<file path="src/rtl/xgmii_rx_monitor.sv">
// rtl/xgmii_rx_monitor.sv - XGMII receive frame monitor with length/control/sequence checking
//
// Purpose: watches a 64-bit XGMII receive stream, delimits frames between
// start (/S/ + preamble + SFD) and terminate (/T/), measures the frame length
// (DA through FCS), checks control-character integrity, and tracks a 32-bit
// big-endian sequence number carried in frame bytes 14..17.
//
// Ports:
//   clk_156        - 156.25 MHz clock, the only clock
//   sys_rst_n      - asynchronous active-low reset
//   xgmii_rxd      - receive data, lane k = bits 8k+7:8k, lane 0 first on wire
//   xgmii_rxc      - per-lane control flags
//   cnt_clr        - synchronous clear of counters and sequence tracking
//   rx_frame_valid - one-cycle pulse per completed frame
//   rx_frame_good  - frame had neither a control nor a length error
//   rx_frame_len   - byte length of the last completed frame
//   good_cnt, len_err_cnt, ctl_err_cnt, seq_err_cnt - saturating event counters

module xgmii_rx_monitor #(
    parameter int MIN_LEN = 64,
    parameter int MAX_LEN = 1518
) (
    input  logic        clk_156,
    input  logic        sys_rst_n,
    input  logic [63:0] xgmii_rxd,
    input  logic [7:0]  xgmii_rxc,
    input  logic        cnt_clr,
    output logic        rx_frame_valid,
    output logic        rx_frame_good,
    output logic [15:0] rx_frame_len,
    output logic [31:0] good_cnt,
    output logic [31:0] len_err_cnt,
    output logic [31:0] ctl_err_cnt,
    output logic [31:0] seq_err_cnt
);

    localparam logic [63:0] START_WORD = 64'hD5555555_555555FB;
    localparam logic [7:0]  CH_START   = 8'hFB;
    localparam logic [7:0]  CH_TERM    = 8'hFD;
    localparam logic [7:0]  CH_ERROR   = 8'hFE;
    localparam logic [15:0] MIN_L      = 16'(MIN_LEN);
    localparam logic [15:0] MAX_L      = 16'(MAX_LEN);
    localparam logic [15:0] OVF_LEN    = 16'(MAX_LEN + 1);

    typedef enum logic [1:0] {
        IDLE = 2'd0,
        DATA = 2'd1,
        DROP = 2'd2
    } state_t;

    state_t      state_q;
    logic [15:0] byte_cnt_q;
    logic [31:0] seq_q;
    logic [31:0] exp_seq_q;
    logic        exp_vld_q;
    logic        valid_q;
    logic        good_q;
    logic [15:0] len_q;
    logic [31:0] good_cnt_q;
    logic [31:0] len_err_cnt_q;
    logic [31:0] ctl_err_cnt_q;
    logic [31:0] seq_err_cnt_q;

    // Word decode
    logic        is_start;
    logic        any_fb;
    logic        any_fd;
    logic        any_fe;
    logic        stray_fb;
    logic [2:0]  low_lane;
    logic [7:0]  low_byte;
    logic        term_ok;
    logic [15:0] cnt_plus8;
    logic [15:0] term_len;
    logic        len_bad;
    logic        overflow;

    always_comb begin
        is_start = (xgmii_rxc == 8'h01) && (xgmii_rxd == START_WORD);
        any_fb   = 1'b0;
        any_fd   = 1'b0;
        any_fe   = 1'b0;
        low_lane = 3'd0;
        // Walk downward so the lowest control lane is the one left in low_lane.
        for (int k = 7; k >= 0; k--) begin
            if (xgmii_rxc[k]) begin
                low_lane = 3'(k);
                if (xgmii_rxd[8*k +: 8] == CH_START) any_fb = 1'b1;
                if (xgmii_rxd[8*k +: 8] == CH_TERM)  any_fd = 1'b1;
                if (xgmii_rxd[8*k +: 8] == CH_ERROR) any_fe = 1'b1;
            end
        end
        low_byte  = xgmii_rxd[{low_lane, 3'b000} +: 8];
        term_ok   = (xgmii_rxc != 8'h00) && (low_byte == CH_TERM) && !any_fe;
        stray_fb  = any_fb && !is_start;
        cnt_plus8 = byte_cnt_q + 16'd8;
        // Lanes below the lowest control lane are data bytes of the frame.
        term_len  = byte_cnt_q + {13'd0, low_lane};
        len_bad   = (term_len < MIN_L) || (term_len > MAX_L);
        overflow  = cnt_plus8 > MAX_L;
    end

    function automatic logic [31:0] sat_inc(input logic [31:0] v);
        return (v == 32'hFFFF_FFFF) ? v : v + 32'd1;
    endfunction

    always_ff @(posedge clk_156 or negedge sys_rst_n) begin
        if (!sys_rst_n) begin
            state_q       <= IDLE;
            byte_cnt_q    <= 16'd0;
            seq_q         <= 32'd0;
            exp_seq_q     <= 32'd0;
            exp_vld_q     <= 1'b0;
            valid_q       <= 1'b0;
            good_q        <= 1'b0;
            len_q         <= 16'd0;
            good_cnt_q    <= 32'd0;
            len_err_cnt_q <= 32'd0;
            ctl_err_cnt_q <= 32'd0;
            seq_err_cnt_q <= 32'd0;
        end else begin
            valid_q <= 1'b0;
            if (cnt_clr) begin
                // Clear wins over anything this word would have reported.
                state_q       <= IDLE;
                byte_cnt_q    <= 16'd0;
                exp_vld_q     <= 1'b0;
                good_cnt_q    <= 32'd0;
                len_err_cnt_q <= 32'd0;
                ctl_err_cnt_q <= 32'd0;
                seq_err_cnt_q <= 32'd0;
            end else begin
                case (state_q)
                    IDLE: begin
                        if (is_start) begin
                            state_q    <= DATA;
                            byte_cnt_q <= 16'd0;
                        end else if (stray_fb) begin
                            ctl_err_cnt_q <= sat_inc(ctl_err_cnt_q);
                        end
                    end
                    DATA: begin
                        if (is_start) begin
                            // Abort the running frame and open a new one at once.
                            valid_q       <= 1'b1;
                            good_q        <= 1'b0;
                            len_q         <= byte_cnt_q;
                            ctl_err_cnt_q <= sat_inc(ctl_err_cnt_q);
                            byte_cnt_q    <= 16'd0;
                        end else if (xgmii_rxc == 8'h00) begin
                            if (overflow) begin
                                valid_q       <= 1'b1;
                                good_q        <= 1'b0;
                                len_q         <= OVF_LEN;
                                len_err_cnt_q <= sat_inc(len_err_cnt_q);
                                state_q       <= DROP;
                            end else begin
                                byte_cnt_q <= cnt_plus8;
                                // Sequence number spans frame bytes 14..17.
                                if (byte_cnt_q == 16'd8)
                                    seq_q[31:16] <= {xgmii_rxd[55:48], xgmii_rxd[63:56]};
                                if (byte_cnt_q == 16'd16)
                                    seq_q[15:0]  <= {xgmii_rxd[7:0], xgmii_rxd[15:8]};
                            end
                        end else if (term_ok) begin
                            valid_q <= 1'b1;
                            good_q  <= !len_bad;
                            len_q   <= term_len;
                            state_q <= IDLE;
                            if (len_bad) begin
                                len_err_cnt_q <= sat_inc(len_err_cnt_q);
                            end else begin
                                good_cnt_q <= sat_inc(good_cnt_q);
                                if (exp_vld_q && (seq_q != exp_seq_q))
                                    seq_err_cnt_q <= sat_inc(seq_err_cnt_q);
                                exp_seq_q <= seq_q + 32'd1;
                                exp_vld_q <= 1'b1;
                            end
                        end else begin
                            // /E/, idle, or any control byte ahead of /T/.
                            valid_q       <= 1'b1;
                            good_q        <= 1'b0;
                            len_q         <= term_len;
                            ctl_err_cnt_q <= sat_inc(ctl_err_cnt_q);
                            state_q       <= IDLE;
                        end
                    end
                    DROP: begin
                        if (is_start) begin
                            state_q    <= DATA;
                            byte_cnt_q <= 16'd0;
                        end else if (any_fd) begin
                            state_q <= IDLE;
                        end else if (stray_fb) begin
                            ctl_err_cnt_q <= sat_inc(ctl_err_cnt_q);
                        end
                    end
                    default: state_q <= IDLE;
                endcase
            end
        end
    end

    assign rx_frame_valid = valid_q;
    assign rx_frame_good  = good_q;
    assign rx_frame_len   = len_q;
    assign good_cnt       = good_cnt_q;
    assign len_err_cnt    = len_err_cnt_q;
    assign ctl_err_cnt    = ctl_err_cnt_q;
    assign seq_err_cnt    = seq_err_cnt_q;

endmodule

</file>
<file path="config.mk">
export PLATFORM = sky130hd
export DESIGN_NAME = xgmii_rx_monitor
export DESIGN_NICKNAME = d
export VERILOG_FILES = /design/src/rtl/xgmii_rx_monitor.sv
export SDC_FILE = /design/constraint.sdc
export NUM_CORES = 1
export LEC_CHECK = 0
export BUFFER_PORTS_ARGS = -buffer_cell sky130_fd_sc_hd__buf_4
export CAP_MARGIN = 20
export CORE_ASPECT_RATIO = 0.7
export CORE_MARGIN = 2
export CORE_UTILIZATION = 62
export DETAILED_ROUTE_END_ITERATION = 12
export PLACE_DENSITY = 0.95
export SETUP_SLACK_MARGIN = 0.05
export SYNTH_ARGS = -nofsm -noshare
export SYNTH_HDL_FRONTEND = slang
export SYNTH_SLANG_ARGS = --single-unit
export TNS_END_PERCENT = 20
</file>
<file path="constraint.sdc">
create_clock -name clk_156 -period 5.8 [get_ports clk_156]
set_input_delay 0.58 -clock clk_156 [delete_from_list [all_inputs] [get_ports clk_156]]
set_output_delay 0.58 -clock clk_156 [all_outputs]
set_load 0.02 [all_outputs]
</file>
# After elaboration in Yosys (flattened, before gate mapping)
# Cells that the tools add are included.
[word_totals]
inputBits = 75
output_inout_bits = 146
reg_bits = 229
word_cells = 236
[classes]
bitwise = 5
add_sub_neg = 7
muxes = 121
n_reduce_logical = 31
shift = 1
n_eq_ne = 55
magnitude_cmp = 3
[ops]
columns = ["operator", "count"]
rows = [
  ["$mux 32", 32],
  ["$eq 8x8->1 const B", 25],
  ["$add 32x1->32 const B", 5],
  ["$eq 32x32->1 const B", 4],
  ["$mux 16", 8],
  ["$pmux 32 s3", 1],
  ["$eq 64x64->1 const B", 1],
  ["$shiftx 64x7->8", 1],
  ["$mux 1", 63],
  ["$gt 16x11->1 const B", 2],
  ["$ne 32x32->1", 1],
  ["$pmux 16 s2", 1],
  ["$reduce_and 6->1", 5],
  ["$mux 3", 8],
  ["$ne 4x4->1 const B", 6],
  ["$ne 3x3->1 const B", 7],
  ["$add 16x3->16", 1],
  ["$add 16x4->16 const B", 1],
  ["$eq 16x4->1 const B", 1],
  ["$eq 16x5->1 const B", 1],
  ["$lt 16x7->1 const B", 1],
  ["$mux 2", 7],
  ["$ne 2x2->1 const B", 5],
  ["$reduce_and 5->1", 2],
  ["19 further kinds", 34],
]

# Depth between registers and ports, before layout
# Gate-level depths: netlist of the first run.
[depth]
word_depth = 24
mapped_depth = 16
ltp_nobuf = 12

# Worst setup path after synthesis of the first run
# No wires, ideal clock.
[synth_timing]
path_type = "input to register"
from = "input port xgmii_rxc[4]"
to = "register seq_err_cnt_q[18], in the netlist seq_err_cnt[18]"
slack_ns = 2.425
setup_time_ns = 0.136
arrival_ns = 3.239
path_stages = 12
required_time_ns = 5.664
path_buffers = 4
cell_sequence = "nor4_4 nor2_1 a211o_1 o22a_1 a31o_1 buf_6 or4_4 buf_6 buf_6 clkbuf_1 o31ai_1 a21oi_1"
[synth_via]
elab_chain_cells = 13
elab_cells_between_ends = 32
cone_classes = "add/sub: 1; order compare: 2; eq/ne: 5; shift: 1; mux: 14; reduce/logical: 9"
[synth_rtl]
columns = ["element", "line", "text"]
rows = [
  ["start, declared", "26", "input logic [7:0] xgmii_rxc,"],
  ["parallel branches: the longest is 12 deep, another holds $add 16x3->16", "-", ""],
  ["$reduce_and 7->1 (no line) *", "-", ""],
  ["end signal, assigned", "175", "seq_err_cnt_q <= sat_inc(seq_err_cnt_q);"],
  ["end, declared", "62", "logic [31:0] seq_err_cnt_q;"],
]
# Every way passes the cells marked *.
# A chain may end at the register's enable or synchronous reset.

# Worst setup path in the final report of the first run
[layout_timing]
from = "register byte_cnt_q[3]"
to = "register seq_q[18]"
[layout_via]
elab_chain_cells = 4
elab_cells_between_ends = 5
cone_classes = "add/sub: 1; order compare: 1; eq/ne: 1; bitwise: 1; reduce/logical: 1"
[layout_rtl]
columns = ["element", "line", "text"]
rows = [
  ["start, declared", "52", "logic [15:0] byte_cnt_q;"],
  ["start signal, assigned", "158", "byte_cnt_q <= cnt_plus8;"],
  ["$add 16x4->16", "96", "cnt_plus8 = byte_cnt_q + 16'd8;"],
  ["$gt 16x11->1", "100", "overflow = cnt_plus8 > MAX_L;"],
  ["$not 1->1 (no line)", "-", ""],
  ["$reduce_and 6->1 (no line) *", "-", ""],
  ["end signal, assigned", "161", "seq_q[31:16] <= {xgmii_rxd[55:48], xgmii_rxd[63:56]};"],
  ["end, declared", "53", "logic [31:0] seq_q;"],
]
# Every way passes the cells marked *; elsewhere a longest branch is shown, timed or not.

==> summary.md, run 1 <==
| Metric | Value |
|---|---|
| Total inserted antenna cells | `0` |
| Residual DRC count | `0` |
| Final setup vio count | `0` |
| Synth Area in Compound Gates | `14.35%` |
| Max Freq | `244.0 MHz` |
| Final weighted congestion in routability-driven placement | `1.021` |
| Most used cells in the layout excluding fill and tap cells | `sky130_fd_sc_hd__buf_4, sky130_fd_sc_hd__dfrtp_1, sky130_fd_sc_hd__a21oi_1` |
| Num CTS Buffers | `23` |
| Power per cell area | `205.3 nW/um^2` |
| Critical Path Start | `byte_cnt_q[3]$_DFFE_PN0P_` |
| Largest buffer count on any clock path | `3` |
| Maximum fanout encountered on the critical timing path | `16` |
| Post-CTS Setup Inserts | `0` |
| Synth async-reset ratio | `100.0%` |
| Syn. warnings | `0` |
| Clock tree root buffer cell | `sky130_fd_sc_hd__clkbuf_16` |
| RSZ-0062 raised after global routing | `no` |
| Number of iterations in the first detailed-routing pass | `6` |
| Antenna violations before repair | `0` |
| Largest family of logic cells by synthesized area | `simple AND/OR/NAND/NOR gates` |
| Starting density of the core | `63.37%` |
| Number of clock sinks seen by CTS | `226` |
| Netlist area before placement | `13190 um^2` |
| Adder-Cell Fraction of Synth Area | `0.6641%` |
| Met2 track demand over resource | `51.09%` |
| Pre-CTS setup slack | `1551 ps` |
| Quantity of gates resized following cts | `0` |
| Setup tns final | `0 ps` |
| Xor/xnor cell area share of the yosys netlist | `4.715%` |
| Reg-to-reg critical path startpoint | `byte_cnt_q[3]$_DFFE_PN0P_` |
| Global route total overflow | `0` |
| Worst IR drop on VDD | `0.1691 mV` |
| Quantity of I/O buffers inserted on ports | `220` |
| Final worst slack | `1702 ps` |
| Violation count after the first detailed-route iteration | `1883` |
| Final Slew Violations | `0` |
| Clock slew at the register clock pins of the worst setup and hold paths | `60 ps` |
| Status | `completed` |
| Fin crit period | `4098 ps` |
| Global-route track usage on met3 | `6.280%` |
| Layout fillers | `1448` |
| Static Leak | `6.581 nW` |
| Syn Nets | `1568` |
| Die Ht | `126.0 um` |
| Worst clock skew | `15.02 ps` |
| Final antenna-violating net count | `0` |
| Total area of sequential cells | `5655 um^2` |
| Data required time of the critical path | `6180 ps` |
| Number of nets in the finished design | `1736` |
| Top Ports | `221` |
| R2r endpoint | `seq_q[18]$_DFFE_PN0P_` |
| Synthesized area divided by synthesized cell count | `8.875 um^2` |
| Yosys reg bits | `226` |
| Slack of the worst reg-to-reg path | `1700 ps` |
| Maximum number of pins on one net before global-route repair | `111` |
| Ratio of cells with drive above 1 in the final layout | `20.24%` |
| Number of hold-repair buffers added at the cts stage | `0` |
| Site Rows | `44` |
| Synthesis-to-finish area growth | `18.96%` |
| Total length of routed wires | `39280 um` |
| H-tree levels | `1` |
| Worst-case headroom to the max-slew limit | `28.91%` |
| Horizontal die dimension | `178.3 um` |
| Die outline area | `22470 um^2` |
| Drt wl/cell | `20.19 um` |
| Number of global-route vias before repair | `11900` |
| R2r worst-path depth | `9` |
| Worst slew pin tran | `1057 ps` |
| First-pass GRT wire length | `62930 um` |
| Worst setup SP type | `flop` |
| Max-cap violations | `0` |
| Hold/Removal Path Class | `primary input to async pin` |
| Post-synthesis share of cell area spent on and, or, nand and nor gates | `29.24%` |
| Main synth FF type | `sky130_fd_sc_hd__dfrtp_1` |
| Mux cell area share after synthesis | `4.573%` |
| Post-detail-place hpwl | `27870 um` |
| Post-route cell area | `15690 um^2` |
| Yosys cell types | `64` |
| Fraction of the cycle the final worst path needs | `70.65%` |
| Clock network latency to the later pin of the worst-skew pair | `510 ps` |
| Tot GR Track Use | `34.50%` |
| Most utilized layer in the global route result | `met1` |
| Footprint of the multi-input gates | `7106 um^2` |
| Hold violation total from the final report | `0` |
| Worst hold slack | `109.7 ps` |
| Critical setup path kind | `flop to flop` |
| Dpl cell area | `14950 um^2` |
| CP Data Arrival Time | `4480 ps` |
| Met1 demand-to-capacity share in global routing | `52.00%` |
| Clock tree from TritonCTS | `yes` |
| Element type at the critical path end | `flop` |
| Most frequent standard cell in the layout excluding fill and tap cells | `sky130_fd_sc_hd__buf_4` |
| Portion of the post-synthesis area used by sequential elements | `42.88%` |
| Total vias in the final route | `13180` |
| Via density per instance | `6.774` |
| Count of flip-flops with a built-in enable after synthesis | `0` |
| Std-Cell Core Area | `20810 um^2` |
| Synthesized instance count | `1486` |
[worst max path at each step]
stage / endpoint / cells after the start
after floorplan: seq_err_cnt[18]$_DFFE_PN0P_ / 12
after detailed placement: seq_q[18]$_DFFE_PN0P_ / 9
after global routing: seq_q[18]$_DFFE_PN0P_ / 9
after global placement: seq_q[14]$_DFFE_PN0P_ / 9
final: seq_q[18]$_DFFE_PN0P_ / 9
after CTS: seq_q[18]$_DFFE_PN0P_ / 9
[stage by stage]
step / total power [mW] / utilization (%) / instances
3_5_place_dp: 1.801 / 71.84 / 1904
4_1_cts: 3.223 / 75.31 / 1945
6_report: 3.220 / 75.38 / 1946
3_3_place_gp: 1.797 / 71.80 / 1903
2_1_floorplan: 1.683 / - / 1486
5_1_grt: 3.309 / 75.38 / 1946
[power by group]
group	leakage (nW)	total (mW)	internal, mW	switching [mW]
registers	3.15	1.59	1.58	0.00503
logic	3.06	0.189	0.0637	0.126
clock network	0.364	1.44	0.827	0.618
[Yosys cell counts, drive strengths merged, types with 3 or more instances]
cell | count | area, um^2
inv | 27 | 101.4
a31oi | 15 | 93.84
nand3 | 93 | 465.5
ha | 7 | 87.58
clkbuf | 78 | 292.8
o31ai | 62 | 465.5
xor2 | 28 | 245.2
nand2b | 8 | 50.05
nand2 | 125 | 469.2
nor2b | 23 | 143.9
xnor2 | 43 | 376.6
a211oi | 6 | 45.04
nor4b | 7 | 61.31
a22oi | 3 | 22.52
and2 | 20 | 125.1
mux2i | 4 | 40.04
o41ai | 3 | 26.28
a31o | 3 | 26.28
and4 | 15 | 131.4
a21oi | 138 | 690.7
o21ai | 58 | 290.3
nor4 | 37 | 261.5
or4b | 4 | 40.04
or3 | 43 | 269.0
or3b | 3 | 26.28
or4 | 68 | 518.0
buf | 11 | 72.56
nand4 | 72 | 450.4
nor3 | 32 | 165.2
o21a | 7 | 52.55
and3 | 37 | 231.5
mux2 | 50 | 563.0
dfrtp | 226 | 5655
nor2 | 99 | 371.6
[sequential cells by signal, summed over array words and instances, names as in the netlist]
name	count
exp_seq_q	32
seq_err_cnt	32
exp_vld_q	1
state_q	2
len_err_cnt	32
rx_frame_good	1
ctl_err_cnt	32
rx_frame_valid	1
good_cnt	32
byte_cnt_q	13
rx_frame_len	16
seq_q	32
[cells by family after synthesis]
group                      after synthesis
AOI/OAI and AO/OA                      316
xor gates and xnor gates                71
adders and majority gates                7
buffers and inverters                  116
DFF                                    226
muxes                                   54
other                                    1
and+or+nand+nor                        695
[critical path, stage by stage (launching register included)]
cell and delay, ps:
sky130_fd_sc_hd__dfrtp_1 600, sky130_fd_sc_hd__ha_1 330, sky130_fd_sc_hd__nand4_1 160, sky130_fd_sc_hd__or4_1 540, sky130_fd_sc_hd__nand3_1 130, sky130_fd_sc_hd__o311ai_1 190, sky130_fd_sc_hd__nor3_2 780, sky130_fd_sc_hd__nand3_1 190
sky130_fd_sc_hd__or3b_2 710, sky130_fd_sc_hd__mux2_2 360
[metal layers]
metal / routed length, um / up-vias
li1: - / 5913
met1: 16740 / 6329
met2: 17360 / 821
met3: 4008 / 120
met4: 1175 / 0
met5: 0 / -
[cell type report]
type                    instances  area share, %
flip-flops and latches        226          36.05
inverters                      27         0.6460
repair buffers                232          11.20
clock buffers                  32          4.139
well taps                     276          2.201
multi-input cells            1144          45.29
clock inverters                 9         0.4706
Power figures use the tool's default switching activity.
==> run 2, diff against run 1 <==
--- a/config.mk
+++ b/config.mk
@@ -9,9 +9,9 @@
 export CAP_MARGIN = 20
 export CORE_ASPECT_RATIO = 0.7
 export CORE_MARGIN = 2
-export CORE_UTILIZATION = 62
+export CORE_UTILIZATION = 57
 export DETAILED_ROUTE_END_ITERATION = 12
-export PLACE_DENSITY = 0.95
+export PLACE_DENSITY = 0.91
 export SETUP_SLACK_MARGIN = 0.05
 export SYNTH_ARGS = -nofsm -noshare
 export SYNTH_HDL_FRONTEND = slang
==> constraint.sdc (replaced) <==
create_clock -name clk_156 -period 4.1 [get_ports clk_156]
set_input_delay 0.41 -clock clk_156 [delete_from_list [all_inputs] [get_ports clk_156]]
set_output_delay 0.41 -clock clk_156 [all_outputs]
set_load 0.02 [all_outputs]
==> summary.md, run 2 (same netlist as run 1, synthesis figures left out) <==
| Metric | Value |
|---|---|
| Worst hold slack | `136.1 ps (was 109.7 ps)` |
| Clock tree root buffer cell | `sky130_fd_sc_hd__clkbuf_16 (unchanged)` |
| Fin crit period | `3514 ps (was 4098 ps)` |
| Critical setup path kind | `flop to flop (unchanged)` |
| Number of nets in the finished design | `1758 (was 1736)` |
| CP Data Arrival Time | `3900 ps (was 4480 ps)` |
| Antenna violations before repair | `0 (unchanged)` |
| Tot GR Track Use | `32.22% (was 34.50%)` |
| Post-detail-place hpwl | `28270 um (was 27870 um)` |
| Violation count after the first detailed-route iteration | `1501 (was 1883)` |
| Power per cell area | `298.2 nW/um^2 (was 205.3 nW/um^2)` |
| Worst setup SP type | `flop (unchanged)` |
| Critical Path Start | `byte_cnt_q[5]$_DFFE_PN0P_ (was byte_cnt_q[3]$_DFFE_PN0P_)` |
| Number of iterations in the first detailed-routing pass | `6 (unchanged)` |
| Total inserted antenna cells | `0 (unchanged)` |
| Final setup vio count | `0 (unchanged)` |
| Library cell contributing the largest single delay on the critical path | `sky130_fd_sc_hd__or3b_2 (was sky130_fd_sc_hd__nor3_2)` |
| Synthesis-to-finish area growth | `21.42% (was 18.96%)` |
| Final antenna-violating net count | `0 (unchanged)` |
| Final weighted congestion in routability-driven placement | `0.9314 (was 1.021)` |
| Slack of the worst reg-to-reg path | `590 ps (was 1700 ps)` |
| RSZ-0062 raised after global routing | `no (unchanged)` |
| Number of clock sinks seen by CTS | `226 (unchanged)` |
| Drt wl/cell | `19.66 um (was 20.19 um)` |
| Cell family with most CP delay | `simple AND/OR/NAND/NOR gates (unchanged)` |
| Worst-case headroom to the max-slew limit | `43.87% (was 28.91%)` |
| Max Freq | `284.6 MHz (was 244.0 MHz)` |
| Top Ports | `221 (unchanged)` |
| Clock slew at the register clock pins of the worst setup and hold paths | `70 ps (was 60 ps)` |
| Site Rows | `46 (was 44)` |
| Total length of routed wires | `39430 um (was 39280 um)` |
| Quantity of I/O buffers inserted on ports | `220 (unchanged)` |
| Residual DRC count | `0 (unchanged)` |
| Largest buffer count on any clock path | `3 (unchanged)` |
| First-pass GRT wire length | `64280 um (was 62930 um)` |
| Horizontal die dimension | `185.8 um (was 178.3 um)` |
| Worst IR drop on VDD | `0.2966 mV (was 0.1691 mV)` |
| Std-Cell Core Area | `22680 um^2 (was 20810 um^2)` |
| Clock tree from TritonCTS | `yes (unchanged)` |
| Hold violation total from the final report | `0 (unchanged)` |
| Most used cells in the layout excluding fill and tap cells | `sky130_fd_sc_hd__buf_4, sky130_fd_sc_hd__dfrtp_1, sky130_fd_sc_hd__a21oi_1 (unchanged)` |
| Reg-to-reg critical path startpoint | `byte_cnt_q[5]$_DFFE_PN0P_ (was byte_cnt_q[3]$_DFFE_PN0P_)` |
| Most frequent cell on the critical path | `sky130_fd_sc_hd__nand3_1 (unchanged)` |
| Number of global-route vias before repair | `11930 (was 11900)` |
| Worst slew pin tran | `841.9 ps (was 1057 ps)` |
| H-tree levels | `1 (unchanged)` |
| Ratio of cells with drive above 1 in the final layout | `21.32% (was 20.24%)` |
| Clock network latency to the later pin of the worst-skew pair | `520 ps (was 510 ps)` |
| Worst clock skew | `18.37 ps (was 15.02 ps)` |
| Total vias in the final route | `13020 (was 13180)` |
| Most frequent standard cell in the layout excluding fill and tap cells | `sky130_fd_sc_hd__buf_4 (unchanged)` |
| Fraction of the cycle the final worst path needs | `85.71% (was 70.65%)` |
| Source of the worst hold timing path | `xgmii_rxd[6]` |
| Setup tns final | `0 ps (unchanged)` |
| Via density per instance | `6.492 (was 6.774)` |
| Total area of sequential cells | `5655 um^2 (unchanged)` |
| Global route total overflow | `0 (unchanged)` |
| Final Slew Violations | `0 (unchanged)` |
| Static Leak | `6.732 nW (was 6.581 nW)` |
| Number of buffers and inverters on the critical path | `0 (unchanged)` |
| Cell Chain, Critical Path | `nand4_1 > or4_1 > nand3_1 > o311ai_1 > nor3_2 > nand3_1 > or3b_2 > mux2_2 (was ha_1 > nand4_1 > or4_1 > nand3_1 > o311ai_1 > nor3_2 > nand3_1 > or3b_2 > mux2_2)` |
| Die Ht | `131.3 um (was 126.0 um)` |
| Layout fillers | `1768 (was 1448)` |
| Maximum number of pins on one net before global-route repair | `98 (was 111)` |
| Die outline area | `24390 um^2 (was 22470 um^2)` |
| Element type at the critical path end | `flop (unchanged)` |
| Delay of the slowest cell on the worst path | `710 ps (was 780 ps)` |
| Num CTS Buffers | `23 (unchanged)` |
| Data required time of the critical path | `4490 ps (was 6180 ps)` |
| Utilization after layout | `70.61% (was 75.38%)` |
| Starting density of the core | `58.15% (was 63.37%)` |
| Max-cap violations | `0 (unchanged)` |
| Hold/Removal Path Class | `primary input to flop (was primary input to async pin)` |
| Maximum fanout encountered on the critical timing path | `16 (unchanged)` |
| Power consumption | `4.775 mW (was 3.220 mW)` |
| Footprint of the multi-input gates | `7106 um^2 (unchanged)` |
| Status | `completed (unchanged)` |
-- run 2: changes by cell type in the layout (fill, tap and decap cells not counted), sizes merged --
cell         change
clkbuf           -3
buf             +21
clkinvlp         +1
dlygate4sd3      +1
inv              +2
clkinv           -2
bufinv           +3
-- run 2: worst paths after layout --
kind	end	cells past startpoint
worst max-delay path	seq_q[21]$_DFFE_PN0P_	8
worst min-delay path	seq_q[14]$_DFFE_PN0P_	2
worst max register to register	seq_q[21]$_DFFE_PN0P_	8
worst min register to register	rx_frame_len[13]$_DFFE_PN0P_	2
max in group asynchronous	exp_seq_q[23]$_DFFE_PN0P_	3
min in group asynchronous	seq_q[8]$_DFFE_PN0P_	2
-- run 2: layer usage --
metal	up-vias	wire, um	track usage, %
met5	-	0	0.8421
met2	646	17170	46.34
met4	0	1102	9.274
li1	5958	-	-
met3	85	3538	4.906
met1	6327	17610	49.98
-- run 2: cell type report --
cell class / instances / share of cell area (%)
clock buffers: 29 / 3.860
flip-flops and latches: 226 / 35.32
inverters: 27 / 0.6329
clock inverters: 13 / 1.094
well taps: 312 / 2.438
repair buffers: 254 / 12.28
multi-input cells: 1144 / 44.37
-- run 2: worst register-to-register path, stage by stage (launching register included) --
cell                       delay [ps]
sky130_fd_sc_hd__dfrtp_1          680
sky130_fd_sc_hd__nand4_1          240
sky130_fd_sc_hd__or4_1            570
sky130_fd_sc_hd__nand3_1          140
sky130_fd_sc_hd__o311ai_1         250
sky130_fd_sc_hd__nor3_2           310
sky130_fd_sc_hd__nand3_1          130
sky130_fd_sc_hd__or3b_2           710
sky130_fd_sc_hd__mux2_2           360
-- run 2: repair_timing --
action,in CTS,in global routing
hold endpoints to repair,86,0
resized for setup,0,0
setup buffers,0,0
hold buffers,1,0
-- run 2: metrics by stage --
step	std cells	instance area, um^2	setup WS, ps
floorplan	1486	13190	894.6
global placement	1962	15210	516.9
detailed placement	1962	15210	453.6
CTS	2005	16010	671.4
global route	2005	16010	424.7
finish	2005	16010	585.8
-- run 2: power breakdown --
part	internal, mW	switching, mW	total [mW]
clock	1.33	0.926	2.25
combinational	0.0974	0.181	0.278
sequential	2.24	0.00766	2.24
